==> config.mk <==
export PLATFORM = sky130hd
export DESIGN_NAME = panel_controller
export DESIGN_NICKNAME = d
export VERILOG_FILES = /design/src/rtl/panel_controller.sv
export SDC_FILE = /design/constraint.sdc
export NUM_CORES = 1
export LEC_CHECK = 0
export CORE_ASPECT_RATIO = 1.25
export CORE_UTILIZATION = 49
export DETAILED_ROUTE_END_ITERATION = 12
export HOLD_SLACK_MARGIN = 0.15
export PLACE_DENSITY = 0.92
export SLEW_MARGIN = 10
export SYNTH_ARGS = -nofsm -noshare
export SYNTH_HDL_FRONTEND = slang
export SYNTH_SLANG_ARGS = --single-unit
==> constraint.sdc <==
create_clock -name clk -period 4.64 [get_ports clk]
set_clock_uncertainty 0.1 [all_clocks]
set_input_delay 0.696 -clock clk [delete_from_list [all_inputs] [get_ports clk]]
set_output_delay 0.696 -clock clk [all_outputs]
set_load 0.01 [all_outputs]
==> src/rtl/panel_controller.sv <==
// Front-panel controller: switch command decode, panel memory access
// and lamp drive for a front-panel style CPU system.
module panel_controller #(
    parameter int ADDR_W = 16,
    parameter int DATA_W = 8
) (
    input  logic              clk,
    input  logic              reset,
    input  logic [1:0]        switches_status [0:24],
    output logic [0:35]       leds_status,
    output logic              mem_req,
    output logic              mem_we,
    output logic [ADDR_W-1:0] mem_addr,
    output logic [DATA_W-1:0] mem_wdata,
    input  logic [DATA_W-1:0] mem_rdata,
    input  logic              mem_ack,
    output logic              cpu_run,
    output logic              cpu_step,
    output logic              cpu_reset,
    input  logic [15:0]       cpu_addr,
    input  logic [7:0]        cpu_data,
    input  logic [9:0]        cpu_status
);

    typedef enum logic [2:0] {
        S_OFF,
        S_IDLE,
        S_RUNNING,
        S_RD,
        S_WR
    } state_t;

    typedef enum logic [3:0] {
        C_NONE,
        C_RESET,
        C_STOP,
        C_RUN,
        C_STEP,
        C_EXAM,
        C_EXNEXT,
        C_DEP,
        C_DEPNEXT
    } cmd_t;

    state_t              r_state;
    logic [ADDR_W-1:0]   r_addr;
    logic [DATA_W-1:0]   r_data;
    logic [1:0]          r_prev [0:4];
    logic                r_armed;
    logic                r_mem_req;
    logic                r_mem_we;
    logic [ADDR_W-1:0]   r_mem_addr;
    logic [DATA_W-1:0]   r_mem_wdata;
    logic                r_cpu_run;
    logic                r_cpu_step;
    logic                r_cpu_reset;
    logic [0:35]         r_leds;

    logic                w_power;
    logic                w_run_en;
    logic [15:0]         w_sw_addr;
    logic [ADDR_W-1:0]   w_sw_addr_ext;
    logic [DATA_W-1:0]   w_sw_data;
    logic [ADDR_W-1:0]   w_addr_inc;
    logic [4:0]          w_up;
    logic [4:0]          w_dn;
    cmd_t                w_cmd;
    logic [0:35]         w_leds_next;
    logic                w_unused;

    assign w_power  = switches_status[16][0];
    assign w_run_en = switches_status[17][0];

    // Switch 0 is A15, switch 15 is A0
    always_comb begin
        w_sw_addr = '0;
        for (int i = 0; i < 16; i++) begin
            w_sw_addr[15-i] = switches_status[i][0];
        end
    end

    assign w_sw_addr_ext = ADDR_W'(w_sw_addr);
    assign w_sw_data     = DATA_W'(w_sw_addr[7:0]);
    assign w_addr_inc    = r_addr + ADDR_W'(1);

    // r_armed suppresses firing on the first cycle after reset release
    always_comb begin
        w_up = '0;
        w_dn = '0;
        for (int k = 0; k < 5; k++) begin
            w_up[k] = r_armed && (r_prev[k] == 2'd0)
                      && (switches_status[18+k] == 2'd2);
            w_dn[k] = r_armed && (r_prev[k] == 2'd0)
                      && (switches_status[18+k] == 2'd1);
        end
    end

    always_comb begin
        w_cmd = C_NONE;
        case (1'b1)
            w_up[4], w_dn[4]: w_cmd = C_RESET;
            w_up[0]:          w_cmd = C_STOP;
            w_dn[0]:          w_cmd = C_RUN;
            w_up[1]:          w_cmd = C_STEP;
            w_up[2]:          w_cmd = C_EXAM;
            w_dn[2]:          w_cmd = C_EXNEXT;
            w_up[3]:          w_cmd = C_DEP;
            w_dn[3]:          w_cmd = C_DEPNEXT;
            default:          w_cmd = C_NONE;
        endcase
    end

    always_comb begin
        w_leds_next = '0;
        if (w_power && r_state == S_RUNNING) begin
            w_leds_next = {cpu_addr, cpu_data, cpu_status, 2'b00};
        end else if (w_power && r_state != S_OFF) begin
            w_leds_next = {16'(r_addr), 8'(r_data), 10'd0, 2'b10};
        end
    end

    always_ff @(posedge clk or negedge reset) begin
        if (!reset) begin
            r_state     <= S_OFF;
            r_addr      <= '0;
            r_data      <= '0;
            r_armed     <= 1'b0;
            for (int k = 0; k < 5; k++) begin
                r_prev[k] <= 2'd0;
            end
            r_mem_req   <= 1'b0;
            r_mem_we    <= 1'b0;
            r_mem_addr  <= '0;
            r_mem_wdata <= '0;
            r_cpu_run   <= 1'b0;
            r_cpu_step  <= 1'b0;
            r_cpu_reset <= 1'b0;
            r_leds      <= '0;
        end else begin
            r_armed     <= 1'b1;
            for (int k = 0; k < 5; k++) begin
                r_prev[k] <= switches_status[18+k];
            end
            r_cpu_step  <= 1'b0;
            r_cpu_reset <= 1'b0;
            r_leds      <= w_leds_next;
            if (!w_power) begin
                r_state   <= S_OFF;
                r_mem_req <= 1'b0;
                r_cpu_run <= 1'b0;
            end else begin
                case (r_state)
                    S_OFF: r_state <= S_IDLE;
                    S_IDLE: begin
                        case (w_cmd)
                            C_RESET: begin
                                r_cpu_reset <= 1'b1;
                                r_addr      <= '0;
                            end
                            C_RUN: begin
                                if (w_run_en) begin
                                    r_state   <= S_RUNNING;
                                    r_cpu_run <= 1'b1;
                                end
                            end
                            C_STEP: r_cpu_step <= 1'b1;
                            C_EXAM: begin
                                r_addr  <= w_sw_addr_ext;
                                r_state <= S_RD;
                            end
                            C_EXNEXT: begin
                                r_addr  <= w_addr_inc;
                                r_state <= S_RD;
                            end
                            C_DEP: begin
                                r_data  <= w_sw_data;
                                r_state <= S_WR;
                            end
                            C_DEPNEXT: begin
                                r_addr  <= w_addr_inc;
                                r_data  <= w_sw_data;
                                r_state <= S_WR;
                            end
                            default: ;
                        endcase
                    end
                    S_RUNNING: begin
                        if (w_cmd == C_RESET) begin
                            r_cpu_reset <= 1'b1;
                        end
                        if (w_cmd == C_STOP || !w_run_en) begin
                            r_state   <= S_IDLE;
                            r_cpu_run <= 1'b0;
                        end
                    end
                    S_RD, S_WR: begin
                        if (!r_mem_req) begin
                            r_mem_req   <= 1'b1;
                            r_mem_we    <= (r_state == S_WR);
                            r_mem_addr  <= r_addr;
                            r_mem_wdata <= r_data;
                        end else if (mem_ack) begin
                            r_mem_req <= 1'b0;
                            r_state   <= S_IDLE;
                            if (r_state == S_RD) begin
                                r_data <= mem_rdata;
                            end
                        end
                    end
                    default: r_state <= S_OFF;
                endcase
            end
        end
    end

    assign leds_status = r_leds;
    assign mem_req     = r_mem_req;
    assign mem_we      = r_mem_we;
    assign mem_addr    = r_mem_addr;
    assign mem_wdata   = r_mem_wdata;
    assign cpu_run     = r_cpu_run;
    assign cpu_step    = r_cpu_step;
    assign cpu_reset   = r_cpu_reset;

    // Upper bits of single-throw switches and the AUX switches carry no function
    always_comb begin
        w_unused = 1'b0;
        for (int i = 0; i < 18; i++) begin
            w_unused = w_unused ^ switches_status[i][1];
        end
        w_unused = w_unused ^ (^switches_status[23]) ^ (^switches_status[24]);
    end

endmodule

---- Word-level counts from Yosys, hierarchy flattened ----
Index checks and enable logic that the tools add are counted.
cells by class
  bitwise gates (word level) .............. 1
  multiplexer cells ....................... 38
  equality and inequality tests ........... 34
  reductions and logical operators ........ 38
  $add $sub $neg .......................... 1
operators with widths
  operator               number
  $mux 36                2
  $pmux 16 s3            1
  $mux 4                 8
  $mux 8                 4
  $add 16x1->16 const B  1
  $eq 4x3->1 const B     4
  $logic_and 1x1->1      16
  $pmux 8 s2             1
  $mux 3                 5
  $mux 1                 14
  $ne 3x3->1 const B     4
  $pmux 3 s4             1
  $reduce_or 2->1        6
  $eq 2x2->1 const B     5
  $logic_not 2->1        5
  $pmux 3 s3             1
  $eq 2x1->1 const B     4
  $eq 4x2->1 const B     2
  $ne 2x2->1 const B     4
  $eq 3x2->1 const B     2
  $reduce_and 3->1       2
  $reduce_and 6->1       1
  $reduce_bool 3->1      2
  $ne 5x5->1 const B     1
  other kinds (16)       16
word-level totals
  word-level logic and storage cells ...... 129
  input port bits ......................... 95
  register bits ........................... 103
  output and inout bits ................... 65

---- Depth between registers and ports, before layout ----
Gate-level depths: netlist (run 1).
  depth in word-level cells ............... 16
  mapped depth ............................ 9

---- Least setup slack after synthesis (run 1) ----
No wires, ideal clock.
  kind .................................... in2reg
  start point ............................. in switches_status[13] (netlist name)
  end point ............................... reg r_addr[12]
  data arrival time ....................... 2.145 ns
  cell stages on the path ................. 8
  setup time .............................. 0.130 ns
  buffers on the path ..................... 2
  slack ................................... 2.265 ns
  data required time ...................... 4.410 ns
  path through ............................ nor2b_1 o21ai_0 a31o_2 clkbuf_1 clkbuf_1 nand2_1 o211ai_1 nand3_1
between the ends
  cells in the longest elaborated chain, start to end .. 9
  elaborated cells between the ends (all ways) .. 15
ends and longest elaborated chain
  element                                   RTL line  RTL
  start: declaration                        9         input logic [1:0] switches_status [0:24],
  $eq 2x1->1                                94        && (switches_status[18+k] == 2'd1);
  $logic_and 1x1->1                         94
  $mux 4                                    100       case (1'b1)
  $mux 4 * (2 in series)                    100
  $eq 4x4->1 or $eq 4x3->1 (tied branches)  155       case (w_cmd)
  $reduce_or 2->1 (no line)                 n/a
  $reduce_bool 3->1 (no line)               n/a
  $reduce_and 3->1 (no line)                n/a
  end signal: assignment                    168       r_addr <= w_sw_addr_ext;
  end signal: assignment                    172       r_addr <= w_addr_inc;
  end signal: assignment                    180       r_addr <= w_addr_inc;
  end: declaration                          46        logic [ADDR_W-1:0] r_addr;
Mark *: on every way between the ends. The rest lies on a longest branch, timed or not.
A chain may end at the register's enable or synchronous reset.

---- Worst setup path in the final report (run 1) ----
  start point ............................. reg r_state[1]
  end point ............................... reg r_mem_wdata[4], in the netlist mem_wdata[4]
between the ends
  cells in the longest elaborated chain, start to end .. 3
  elaborated cells between the ends (all ways) .. 4
ends and longest elaborated chain
  element                                   RTL line  RTL
  start: declaration                        45        state_t r_state;
  start signal: assignment                  124       r_state <= S_OFF;
  start signal: assignment                  148       r_state <= S_OFF;
  start signal: assignment                  153       S_OFF: r_state <= S_IDLE;
  $eq 3x3->1 or $eq 3x2->1 (tied branches)  152       case (r_state)
  $reduce_or 2->1 *                         152
  $reduce_and 3->1 (no line) *              n/a
  end signal: assignment                    201       r_mem_wdata <= r_data;
  end: declaration                          53        logic [DATA_W-1:0] r_mem_wdata;
Marked as above.

==> key figures, run 1 <==
Status
  • Status: complete, no violations

Global route
  • Number of antenna violations at the first check in global routing: 0
  • Number of global-route vias before repair: 4167
  • Global-route wire length before repair: 19.98 mm
  • Total GRT Usage: 26.57%
  • Pin count of the biggest net entering global routing: 65
  • GR Overflow Total: 0

Placed design
  • Cell count after placement: 666
  • Gpl congestion: 0.8344
  • Post-detailed-placement half-perimeter wirelength: 8.639 mm
  • Input/output buffers: 136
  • Pre-CTS setup slack: 1167 ps

Cells and area
  • Most common library cell in the layout ignoring fill and taps: sky130_fd_sc_hd__clkdlybuf4s50_1
  • Growth of design area from synthesis to finish: 37.58%
  • Number of nets in the finished design: 650
  • Most frequent cells in the layout: 135 x sky130_fd_sc_hd__clkdlybuf4s50_1, 102 x sky130_fd_sc_hd__dfrtp_1, 29 x sky130_fd_sc_hd__nand2_1, 27 x sky130_fd_sc_hd__a22o_1, 25 x sky130_fd_sc_hd__a21oi_1
  • Layout Cells excl Fill: 682
  • Layout cell share with drive strength beyond 1: 10.02%
  • Antenna cell count: 0

Timing
  • Final Hold Slack: 316.0 ps
  • RSZ-0062 raised after global routing: no
  • Final worst setup slack: 1129 ps
  • Top achievable clock speed: 284.8 MHz
  • Minimum clock period after layout: 3511 ps
  • Final Hold Fails: 0
  • Slew headroom: 21.06%
  • Final Max Tran Viols: 0
  • Worst Tran Pin Value: 1176 ps
  • Final-layout setup total negative slack: 0 ps
  • Crit share post-route: 75.67%
  • # setup viols final: 0

Synthesis
  • Distinct cell type count after synthesis: 62
  • Sequential cell area fraction in the yosys report: 54.65%
  • Number of flops mapped to enable cells by yosys: 0
  • Number of flip-flops and latches in the synthesized netlist: 102
  • Yosys warnings: 0
  • Async S/R FF share, synth: 100.0%
  • Cell count after synthesis: 429
  • Synthesized net count: 525
  • Synthesized area divided by synthesized cell count: 10.89 sq um
  • Most used DFF post-synth: sky130_fd_sc_hd__dfrtp_1
  • Summed instance area of the synthesized netlist: 0.004671 sq mm

Power and ir drop
  • Power density over the cells: 420.7 mW/mm^2
  • Worst vdd ir: 0.0001954 V
  • Post-layout total power: 2.704 mW
  • Leakage power summed over all cells: 2.772 nW

Setup path
  • CP Launch Type: flop
  • Count of cells along the worst register-to-register path: 6
  • Arr. time, crit path: 3590 ps
  • Capturing element type of the critical path: flop
  • Category of the most critical setup path: flop to flop
  • Peak fanout along the critical path: 29
  • Required time at the worst-slack endpoint: 4720 ps

Die
  • Overall die area: 0.009929 sq mm
  • Number of top-level pins: 160
  • Height of the die: 111.2 microns
  • Die width: 89.33 microns
  • Initial Utilization: 50.64%
  • Core outline area: 0.009223 sq mm
  • Standard-cell row count: 39

CTS
  • Total clock buffers created by CTS: 9
  • Library cell used as clock root buffer: sky130_fd_sc_hd__clkbuf_16
  • H-Tree Level Count: 3
  • Clock-pin transition on the worst setup and hold timing paths: 70 ps
  • Resize count post-CTS: 0
  • Maximum root-to-sink buffer count: 2
  • Later-pin clock latency in the skew report: 340 ps
  • Number of buffers inserted to repair setup after CTS: 0
  • Hold Buf Count CTS: 0
  • Clk sink count: 102
  • CTS tree: yes

Drt
  • Detailed-route wire length: 12.32 mm
  • Violation count after the first detailed-route iteration: 352
  • First-pass DRT Iterations: 6
  • Post-route ant nets: 0
  • Detailed-route DRC error count: 0
  • Via count: 4046
  • Avg Vias per Cell: 5.933
  • Wirelength per Cell: 18.06 microns

Flow run
  • Number of maximum-capacitance violations: 0

Min path
  • Min-delay worst type: input pin to async pin
## final timing paths
kind	from	endpoint	slack [ps]
min in group clk	mem_wdata[5]	mem_wdata[5]	380
setup reg to reg	r_state[1]	mem_wdata[4]	1130
hold / removal	reset	r_addr[6]	320
hold reg to reg	mem_wdata[5]	mem_wdata[5]	380
max in group asynchronous	reset	leds_status[2]	3100
setup / recovery	r_state[1]	mem_wdata[4]	1130
## synthesized netlist by cell type, types with 3 or more instances
master | number | area, sq um
sky130_fd_sc_hd__a221oi_1 | 8 | 70.07
sky130_fd_sc_hd__buf_1 | 3 | 11.26
sky130_fd_sc_hd__dfrtp_1 | 102 | 2552
sky130_fd_sc_hd__nand2_1 | 29 | 108.9
sky130_fd_sc_hd__and2_1 | 23 | 143.9
sky130_fd_sc_hd__inv_1 | 11 | 41.29
sky130_fd_sc_hd__a21oi_1 | 25 | 125.1
sky130_fd_sc_hd__o21ai_0 | 14 | 70.07
sky130_fd_sc_hd__nand3_1 | 16 | 80.08
sky130_fd_sc_hd__o211ai_1 | 8 | 60.06
sky130_fd_sc_hd__nor3_1 | 9 | 45.04
sky130_fd_sc_hd__buf_2 | 5 | 25.02
sky130_fd_sc_hd__and3_1 | 4 | 25.02
sky130_fd_sc_hd__o31ai_1 | 4 | 30.03
sky130_fd_sc_hd__a22o_1 | 27 | 236.5
sky130_fd_sc_hd__o21ai_1 | 3 | 15.01
sky130_fd_sc_hd__mux2_2 | 15 | 168.9
sky130_fd_sc_hd__nor3b_1 | 4 | 30.03
sky130_fd_sc_hd__nor2_1 | 23 | 86.33
sky130_fd_sc_hd__and4_1 | 3 | 26.28
sky130_fd_sc_hd__a31o_2 | 9 | 78.83
sky130_fd_sc_hd__clkbuf_1 | 19 | 71.32
sky130_fd_sc_hd__nand2b_1 | 3 | 18.77
sky130_fd_sc_hd__nor2b_1 | 5 | 31.28
sky130_fd_sc_hd__mux2i_1 | 8 | 80.08
sky130_fd_sc_hd__o2bb2ai_1 | 4 | 35.03
sky130_fd_sc_hd__and3b_1 | 3 | 26.28
## sequential cells by signal, indices dropped and copies added, names as in the netlist
name / cells
r_addr: 16
r_state: 3
mem_wdata: 8
r_armed: 1
mem_req: 1
mem_we: 1
mem_addr: 16
cpu_reset: 1
r_data: 8
cpu_run: 1
leds_status: 35
cpu_step: 1
r_prev: 10
## power breakdown
part	switching (mW)	internal (mW)	leakage (nW)
Sequential	0.121	1.04	1.35
Combinational	0.358	0.422	1.27
Clock	0.312	0.447	0.146
## cell type report
class | count | area (sq um)
Fill cell | 641 | 2796
Timing Repair Buffer | 142 | 1404
Clock inverter | 3 | 42.54
Inverter | 11 | 41.29
Clock buffer | 13 | 260.3
Multi-Input combinational cell | 288 | 1972
Tap cell | 123 | 153.9
Sequential cell | 102 | 2552
## critical path: stages (launching register included)
cell and delay [ps]:
sky130_fd_sc_hd__dfrtp_1 620, sky130_fd_sc_hd__nand2_1 100, sky130_fd_sc_hd__o21ai_1 910, sky130_fd_sc_hd__nand2_1 1040, sky130_fd_sc_hd__buf_4 440, sky130_fd_sc_hd__nand2_1 60, sky130_fd_sc_hd__o21ai_0 60
## logic make-up after synthesis
family,share of synthesized area [%]
buffers and inverters,3.349
muxes,5.813
adders and majority gates,0.2678
AOI/OAI and AO/OA,20.04
and+or+nand+nor,15.54
xor gates and xnor gates,0.1876
DFF,54.65
other,0.1608
## metrics by stage
| step | utilization (%) | cell area [sq um] |
|---|---|---|
| finish | 69.68 | 6426 |
| global route | 69.68 | 6426 |
| CTS | 69.68 | 6426 |
| detailed placement | 66.40 | 6123 |
| global placement | 66.40 | 6123 |
| floorplan | - | 4671 |
## metal layers
metal / vias to the layer above / part of all wire [%] / routed length, microns / GRT usage (%)
met5: - / 0 / 0 / 0
met1: 1958 / 38 / 4647 / 31.72
met3: 40 / 7.6 / 932 / 6.180
met4: 0 / 3.4 / 418 / 12.28
met2: 226 / 51 / 6319 / 44.48
li1: 1822 / - / - / -
No activity file was read; power rests on OpenSTA's default activity.
==> run 2: changes to the inputs <==
- CORE_UTILIZATION: 49 -> 41
- PLACE_DENSITY: 0.92 -> 0.83
- clock period: 4.64 -> 3.15 ns (I/O delays scaled with it)
==> run 2 against run 1 <==
  * Core utilization fell by 10 points
  * Critical path type unchanged
  * Worst setup slack lost 620 ps
  * Sequential power up 48%
  * Count of clock-buffer cells in the layout fell by 1
  * Largest cell class unchanged
  * Hold slack gained 73 ps
  * Final cell count up 3.1%
  * Die area up 19%
  * First-iteration DRC count is 13% lower
==> key figures, run 2 (synthesis results as in run 1) <==
Status
  • Status: complete, no violations

Flow run
  • Number of maximum-capacitance violations: 0

Drt
  • Violation count after the first detailed-route iteration: 305
  • Via count: 3977
  • Detailed-route wire length: 12.59 mm
  • Detailed-route DRC error count: 0
  • Wirelength per Cell: 17.91 microns
  • Avg Vias per Cell: 5.657
  • Post-route ant nets: 0
  • First-pass DRT Iterations: 4

Power and ir drop
  • Leakage power summed over all cells: 2.847 nW
  • Worst vdd ir: 0.0003003 V
  • Power density over the cells: 627.5 mW/mm^2
  • Post-layout total power: 4.129 mW

Setup path
  • Cell Chain, Critical Path: nand2_1 > o21ai_1 > nand2_1 > buf_12 > mux2_2
  • Worst reg2reg setup slack: 500 ps
  • Required time at the worst-slack endpoint: 3280 ps
  • Capturing element type of the critical path: flop
  • Arr. time, crit path: 2770 ps
  • Critical Path Slowest Stage Cell: sky130_fd_sc_hd__dfrtp_1
  • CP Launch Type: flop
  • Delay contributed by the slowest stage of the critical path: 650 ps
  • Terminus of the critical flop-to-flop path: mem_addr[2]
  • Count of cells along the worst register-to-register path: 5
  • Most repeated library cell on the critical path: sky130_fd_sc_hd__nand2_1
  • Category of the most critical setup path: flop to flop
  • Startpoint of the lowest-slack register-to-register path: r_state[1]
  • Peak fanout along the critical path: 27

Placed design
  • Input/output buffers: 136
  • Post-detailed-placement half-perimeter wirelength: 8.905 mm
  • Cell count after placement: 686
  • Gpl congestion: 0.8556

Timing
  • Crit share post-route: 83.98%
  • Final Hold Fails: 0
  • Final Max Tran Viols: 0
  • Worst Tran Pin Value: 785.4 ps
  • Slew headroom: 47.29%
  • RSZ-0062 raised after global routing: no
  • # setup viols final: 0
  • Final Hold Slack: 388.9 ps
  • Top achievable clock speed: 378.0 MHz
  • Final-layout setup total negative slack: 0 ps
  • Minimum clock period after layout: 2645 ps

Die
  • Core outline area: 0.01108 sq mm
  • Standard-cell row count: 43
  • Initial Utilization: 42.14%
  • Number of top-level pins: 160
  • Overall die area: 0.01183 sq mm
  • Height of the die: 121.3 microns
  • Die width: 97.47 microns

Global route
  • Pin count of the biggest net entering global routing: 103
  • Global-route wire length before repair: 20.38 mm
  • GR Overflow Total: 0
  • Total GRT Usage: 21.84%
  • Number of antenna violations at the first check in global routing: 0
  • Number of global-route vias before repair: 4056

CTS
  • Total clock buffers created by CTS: 9
  • CTS tree: yes
  • Maximum root-to-sink buffer count: 2
  • Later-pin clock latency in the skew report: 340 ps
  • Library cell used as clock root buffer: sky130_fd_sc_hd__clkbuf_16
  • Clock-pin transition on the worst setup and hold timing paths: 70 ps
  • H-Tree Level Count: 3
  • Clk sink count: 102

Cells and area
  • Growth of design area from synthesis to finish: 40.88%
  • Layout Cells excl Fill: 703
  • Most frequent cells in the layout: 135 x sky130_fd_sc_hd__clkdlybuf4s50_1, 102 x sky130_fd_sc_hd__dfrtp_1, 29 x sky130_fd_sc_hd__nand2_1, 27 x sky130_fd_sc_hd__a22o_1, 25 x sky130_fd_sc_hd__a21oi_1
  • Share of the core filled with cells in the final layout: 59.37%
  • Max reg flops: 35
  • Layout cell share with drive strength beyond 1: 11.44%
  • Filler cell count in the final layout: 931
  • Antenna cell count: 0
  • Combined area of the multi-input logic cells: 0.001972 sq mm
  • Most common library cell in the layout ignoring fill and taps: sky130_fd_sc_hd__clkdlybuf4s50_1
  • Sequential cell area: 0.002552 sq mm
  • Number of nets in the finished design: 659

Min path
  • Hold endpoint: mem_wdata[6]
  • Hold Path Cell Cnt: 2
  • Hold_sp: mem_wdata[6]
  • Min-delay worst type: flop to flop
==> run 2: critical path: cells and delay by family, from the launching register on <==
kind	cells	cell delay (ps)
buf+inv	1	300
compound gates	1	630
flops	1	650
simple gates	2	550
mux	1	290
==> run 2: layout make-up <==
class | instances | area share (%)
Tap cell | 135 | 2.567
Multi-Input combinational cell | 288 | 29.97
Clock buffer | 12 | 3.898
Clock inverter | 4 | 1.179
Sequential cell | 102 | 38.79
Timing Repair Buffer | 151 | 22.97
Inverter | 11 | 0.6275
==> run 2: worst max path at each step <==
stage	from	end	depth (start not counted)
floorplan	r_armed	r_state[0]	7
global placement	switches_status[13]	r_addr[12]	8
detailed placement	switches_status[13]	r_data[1]	8
CTS	r_state[1]	mem_addr[2]	5
global route	r_state[1]	mem_addr[12]	5
finish	r_state[1]	mem_addr[2]	5
==> run 2: layer usage <==
metal,part of all wire [%],vias to the layer above,global-route usage (%)
met5,0,-,0
met4,1.7,0,7.629
met3,6.2,18,4.378
met2,52,166,37.72
met1,40,1962,27.22
li1,-,1831,-
==> run 2: where the power goes <==
| part | leakage (nW) | switching [mW] | total (mW) | internal, mW |
|---|---|---|---|---|
| Clock | 0.163 | 0.490 | 1.23 | 0.745 |
| Combinational | 1.33 | 0.534 | 1.18 | 0.644 |
| Sequential | 1.35 | 0.180 | 1.72 | 1.54 |
==> run 2: what timing repair did <==
action | in CTS | in global routing
endpoints found under the hold margin | 102 | 0
setup endpoints to repair | 0 | 0
hold buffers | 1 | 0
buffers inserted | 0 | 0
gates resized for setup | 0 | 0
==> run 2: through the flow <==
stage	setup WS [ps]	instance area, sq um
after floorplan	849.5	4671
after global placement	383.2	6236
after detailed placement	253.6	6236
after CTS	529.7	6580
after global routing	374.2	6580
final	504.7	6580
==> variant 1: new RTL, settings of run 2 <==
The parameter `DATA_W` goes from 8 to 9.
--- a/src/rtl/panel_controller.sv
+++ b/src/rtl/panel_controller.sv
@@ -4,3 +4,3 @@
     parameter int ADDR_W = 16,
-    parameter int DATA_W = 8
+    parameter int DATA_W = 9
 ) (
Ports: changed (resized mem_rdata and mem_wdata); port bits go from 160 to 162. No check against the original RTL was run, so the function may have changed too.
==> variant 1 against run 2 <==
  * Clock power shrank 9.8%
  * Wire length shrank 2.5%
  * Sequential cell count grew 2
  * Final area is essentially flat
  * Power shrank 10%
  * Critical path depth grew 3
  * Setup slack lost 420 ps
  * Synthesized area shrank 2.1%
  * Largest cell class unchanged
==> variant 1: results (changes against run 2) <==
Data arrival, critical path 3200 ps (+430 ps); Syn Inst Count 379 (-12%); Slowest-stage cell, CP or4_4; status complete, no violations; crit path max fanout 5 (-81%); register area share after synthesis 56.89% (+2.2 points); Synth top cells by count 104 x dfrtp_1, 41 x mux2_2, 33 x a22o_1; most area-consuming cells after synthesis dfrtp_1 57%, mux2_2 10%, a22o_1 6.3%; worst vdd rail ir drop 0.0002496 V (-17%); router iterations before antenna repair 4 (unchanged); multiplexer share of the synthesized area 10.31% (+4.5 points); # fillers 864 (-7.2%); XOR/XNOR Fraction of Synth Area 0.1915% (+0.0039 points); area post-placement 6267 um2 (+0.50%); GRT Util Overall 22.37% (+0.52 points); DR vias 3,809 (-4.2%); Nets 635 (-3.6%); Distinct cells, synth 55 (-11%); HPWL after DPL 9044 um (+1.6%); peak per-stage delay on the critical path 560 ps (-90 ps); Synth Area in Adders 0.2735% (+0.0056 points); largest net degree at the start of global routing 53 (-49%); post-synthesis compound-gate area fraction 17.53% (-2.5 points); wire per inst 18.20 um (+1.6%); Worst Tran Pin Value 671.2 ps (-114.2 ps); number of global-route vias before repair 3,974 (-2.0%); Leak 2.906 nW (+2.1%); Non-Filler Instances 675 (-4.0%); syn nets 476 (-9.3%); starting DRC count in detailed routing 220 (-28%); fraction of layout cells with a size suffix above 1 18.60% (+7.2 points); first-pass GRT wire length 19,460 um (-4.5%); crit-path leading delay family simple AND/OR/NAND/NOR gates; GPL Wtd Cong 0.8723 (+2.0%); IO Port Bufs 138 (+1.5%)
==> variant 1: final timing paths <==
kind | depth (start not counted) | endpoint | start | slack (ps)
worst max-delay path | 8 | r_addr[15] | switches_status[4] | 90
worst min-delay path | 2 | mem_wdata[8] | mem_wdata[8] | 390
worst max register to register | 7 | r_addr[15] | r_armed | 240
worst min register to register | 2 | mem_wdata[8] | mem_wdata[8] | 390
max in group asynchronous | 3 | leds_status[3] | reset | 1570
min in group asynchronous | 2 | r_prev[7] | reset | 590
==> variant 1: cell type report <==
class | count | area (um2) | area share [%]
clock buffer | 9 | 225.2 | 3.424
clock inverter | 7 | 70.07 | 1.065
inverter | 5 | 18.77 | 0.2853
multi-input combinational | 249 | 1869 | 28.42
sequential | 104 | 2603 | 39.57
tap | 132 | 165.2 | 2.511
timing repair buffer | 169 | 1627 | 24.73
==> variant 1: power breakdown <==
| part | internal (W) | leakage (nW) | switching, W | total [W] |
|---|---|---|---|---|
| sequential | 0.00153 | 1.40 | 0.000135 | 0.00166 |
| combinational | 0.000514 | 1.36 | 0.000424 | 0.000938 |
| clock | 0.000616 | 0.146 | 0.000494 | 0.00111 |
| total | 0.00266 | 2.91 | 0.00105 | 0.00371 |
==> variant 1: metal layers <==
metal	share of wire [%]	vias up	track usage (%)
met5	0	-	0
met4	1.7	0	7.996
met3	4.2	18	3.169
met2	55	123	40.10
met1	39	1935	26.63
li1	-	1733	-
==> variant 1: cells by family (layout without fill, tap and decap cells) <==
family	after synthesis	count (layout)
other	2	2
and+or+nand+nor	104	104
xor gates and xnor gates	1	1
adders and majority gates	1	1
DFF	104	104
muxes	42	42
buffers and inverters	26	190
AOI/OAI and AO/OA	99	99
==> variant 2: new RTL, settings of run 2 <==
Without the edit above. Encoding of `state_t`: now Gray code (3 bits for 5 states).
--- a/src/rtl/panel_controller.sv
+++ b/src/rtl/panel_controller.sv
@@ -25,7 +25,7 @@
     typedef enum logic [2:0] {
-        S_OFF,
-        S_IDLE,
-        S_RUNNING,
-        S_RD,
-        S_WR
+        S_OFF     = 3'b000,
+        S_IDLE    = 3'b001,
+        S_RUNNING = 3'b011,
+        S_RD      = 3'b010,
+        S_WR      = 3'b110
     } state_t;
Formal check against the unedited RTL: no difference found for any inputs over 4 cycles, from zero or initial values and one cycle with reset low; so few cycles prove little.
==> variant 2 against run 2 <==
  * Setup slack got worse by 130 ps
  * First-iteration DRC count decreased by 52%
  * Final area decreased by 5.0%
  * Fmax decreased by 4.7%
  * Sequential cell count unchanged
  * Synthesized area decreased by 4.6%
  * Critical path depth increased by 4
  * Wire length decreased by 14%
  * Global-route usage decreased by 1.4 points
  * Count of clock-buffer cells in the layout decreased by 2
  * Synthesized cell count decreased by 15%
  * Critical endpoint is now r_addr[10]
  * Largest cell class unchanged
Power is not compared: it rests on default switching activity, and its combinational part moved more than twofold at a synthesized area within 25%.
==> variant 2: results (changes against run 2) <==
number of global-route vias before repair 3,616 (-11%); syn nets 462 (-12%); XOR/XNOR Fraction of Synth Area 0.1966% (+0.0091 points); Reg clk slew, reported paths 60 ps; area post-placement 5963 um2 (-4.4%); met1 track demand over resource 24.67% (-2.5 points); met2 WL 5742 um (-12%); Vias per Instance 5.455 (-3.6%); hold_buf cts 0 (-1); starting DRC count in detailed routing 147 (-52%); crit path max fanout 11 (-59%); IO Port Bufs 136 (unchanged); Hold Path Class input pin to async pin; Synth Area in Adders 0.2809% (+0.013 points); status complete, no violations; GRT Util Overall 20.44% (-1.4 points); Synth top cells by count 102 x dfrtp_1, 41 x mux2_2, 24 x a22o_1; met3 Use GR 4.183% (-0.20 points); post-synthesis compound-gate area fraction 16.94% (-3.1 points); Data arrival, critical path 2870 ps (+100 ps); fraction of layout cells with a size suffix above 1 16.37% (+4.9 points); GRT met2 Usage 35.27% (-2.5 points); Nets 600 (-9.0%); n_diodes 0 (unchanged); first-pass GRT wire length 17,660 um (-13%); worst vdd rail ir drop 0.0003222 V; Post-CTS Setup Inserts 0 (unchanged); insertion delay to the later sink of the worst-skew pair 330 ps; CTS buffer count 9 (unchanged); Synth Warn # 0 (unchanged); Distinct cells, synth 51 (-18%); relative slew slack 42.46% (-4.8 points); most area-consuming cells after synthesis dfrtp_1 57%, mux2_2 10%, a22o_1 4.7%; post-CTS sizing 0 (unchanged); multiplexer share of the synthesized area 10.37% (+4.6 points); Post-synth ARST share 100.0% (unchanged); router iterations before antenna repair 5 (+1); Leak 2.713 nW; HPWL after DPL 8014 um (-10%); wire per inst 17.00 um (-5.1%); Met3 Wirelength 652 um (-16%); # fillers 867 (-6.9%); register area share after synthesis 57.30% (+2.7 points); root buf cell clkbuf_16; Metal-1 WL 4243 um (-17%); DR top layer met4; initial antenna violation count 0 (unchanged); sw power 0.0006418 W; # H-tree levels 3 (unchanged); Max clock buf depth 2 (unchanged); GPL Wtd Cong 0.8243 (-3.7%); largest net degree at the start of global routing 72 (-30%); max reg flops 35 (unchanged)
[variant 2: power by group through the flow]
stage	clock [W]	combinational, W	sequential [W]
finish	0.00108	0.000333	0.00142
global route	0.00115	0.000362	0.00143
CTS	0.00110	0.000337	0.00142
detailed placement	0	0.000336	0.00145
global placement	0	0.000326	0.00144
floorplan	0	0.000114	0.00145
[variant 2: through the flow]
step                      setup slack (ps)  instances  util (%)  power [W]
final                                375.5        639     59.18   0.002836
after global routing                 227.9        639     59.18   0.002940
after CTS                            424.3        639     59.18   0.002858
after detailed placement             144.7        625     56.46   0.001784
after global placement               214.7        625     56.46   0.001771
after floorplan                      727.1        366         -   0.001562
[variant 2: path summary, 6_finish.rpt]
check                                    start        endpoint  slack, ps  cells past startpoint
setup / recovery           switches_status[13]      r_addr[10]        380                      9
hold / removal                           reset  leds_status[3]        140                      1
setup reg to reg                       r_armed      r_addr[13]        410                      8
hold reg to reg                    mem_addr[9]     mem_addr[9]        410                      1
max in group asynchronous                reset        cpu_step       2020                      2
min in group clk                   mem_addr[9]     mem_addr[9]        410                      1
[variant 2: final cells by class]
class                   count  share of cell area, %
clock buffers              10                  3.823
repair buffers            147                  23.06
clock inverters             4                 0.7806
well taps                 132                  2.642
inverters                   5                 0.3002
flip-flops and latches    102                  40.83
multi-input cells         239                  28.56
[variant 2: logic make-up after synthesis]
family | Yosys count
AO/OA/AOI/OAI | 95
XOR/XNOR | 1
adder cells (fa/ha/maj) | 1
buffers and inverters | 25
flip-flops | 102
multiplexers | 41
other | 2
AND/OR/NAND/NOR | 99
[variant 2: critical path, stage by stage]
cell and delay (ps):
clkdlybuf4s50_1 430, nor2b_1 150, o21ai_1 350, nand4_2 260, nor3_2 270, buf_4 190
o21ai_2 170, o311ai_0 450, o21ai_1 120
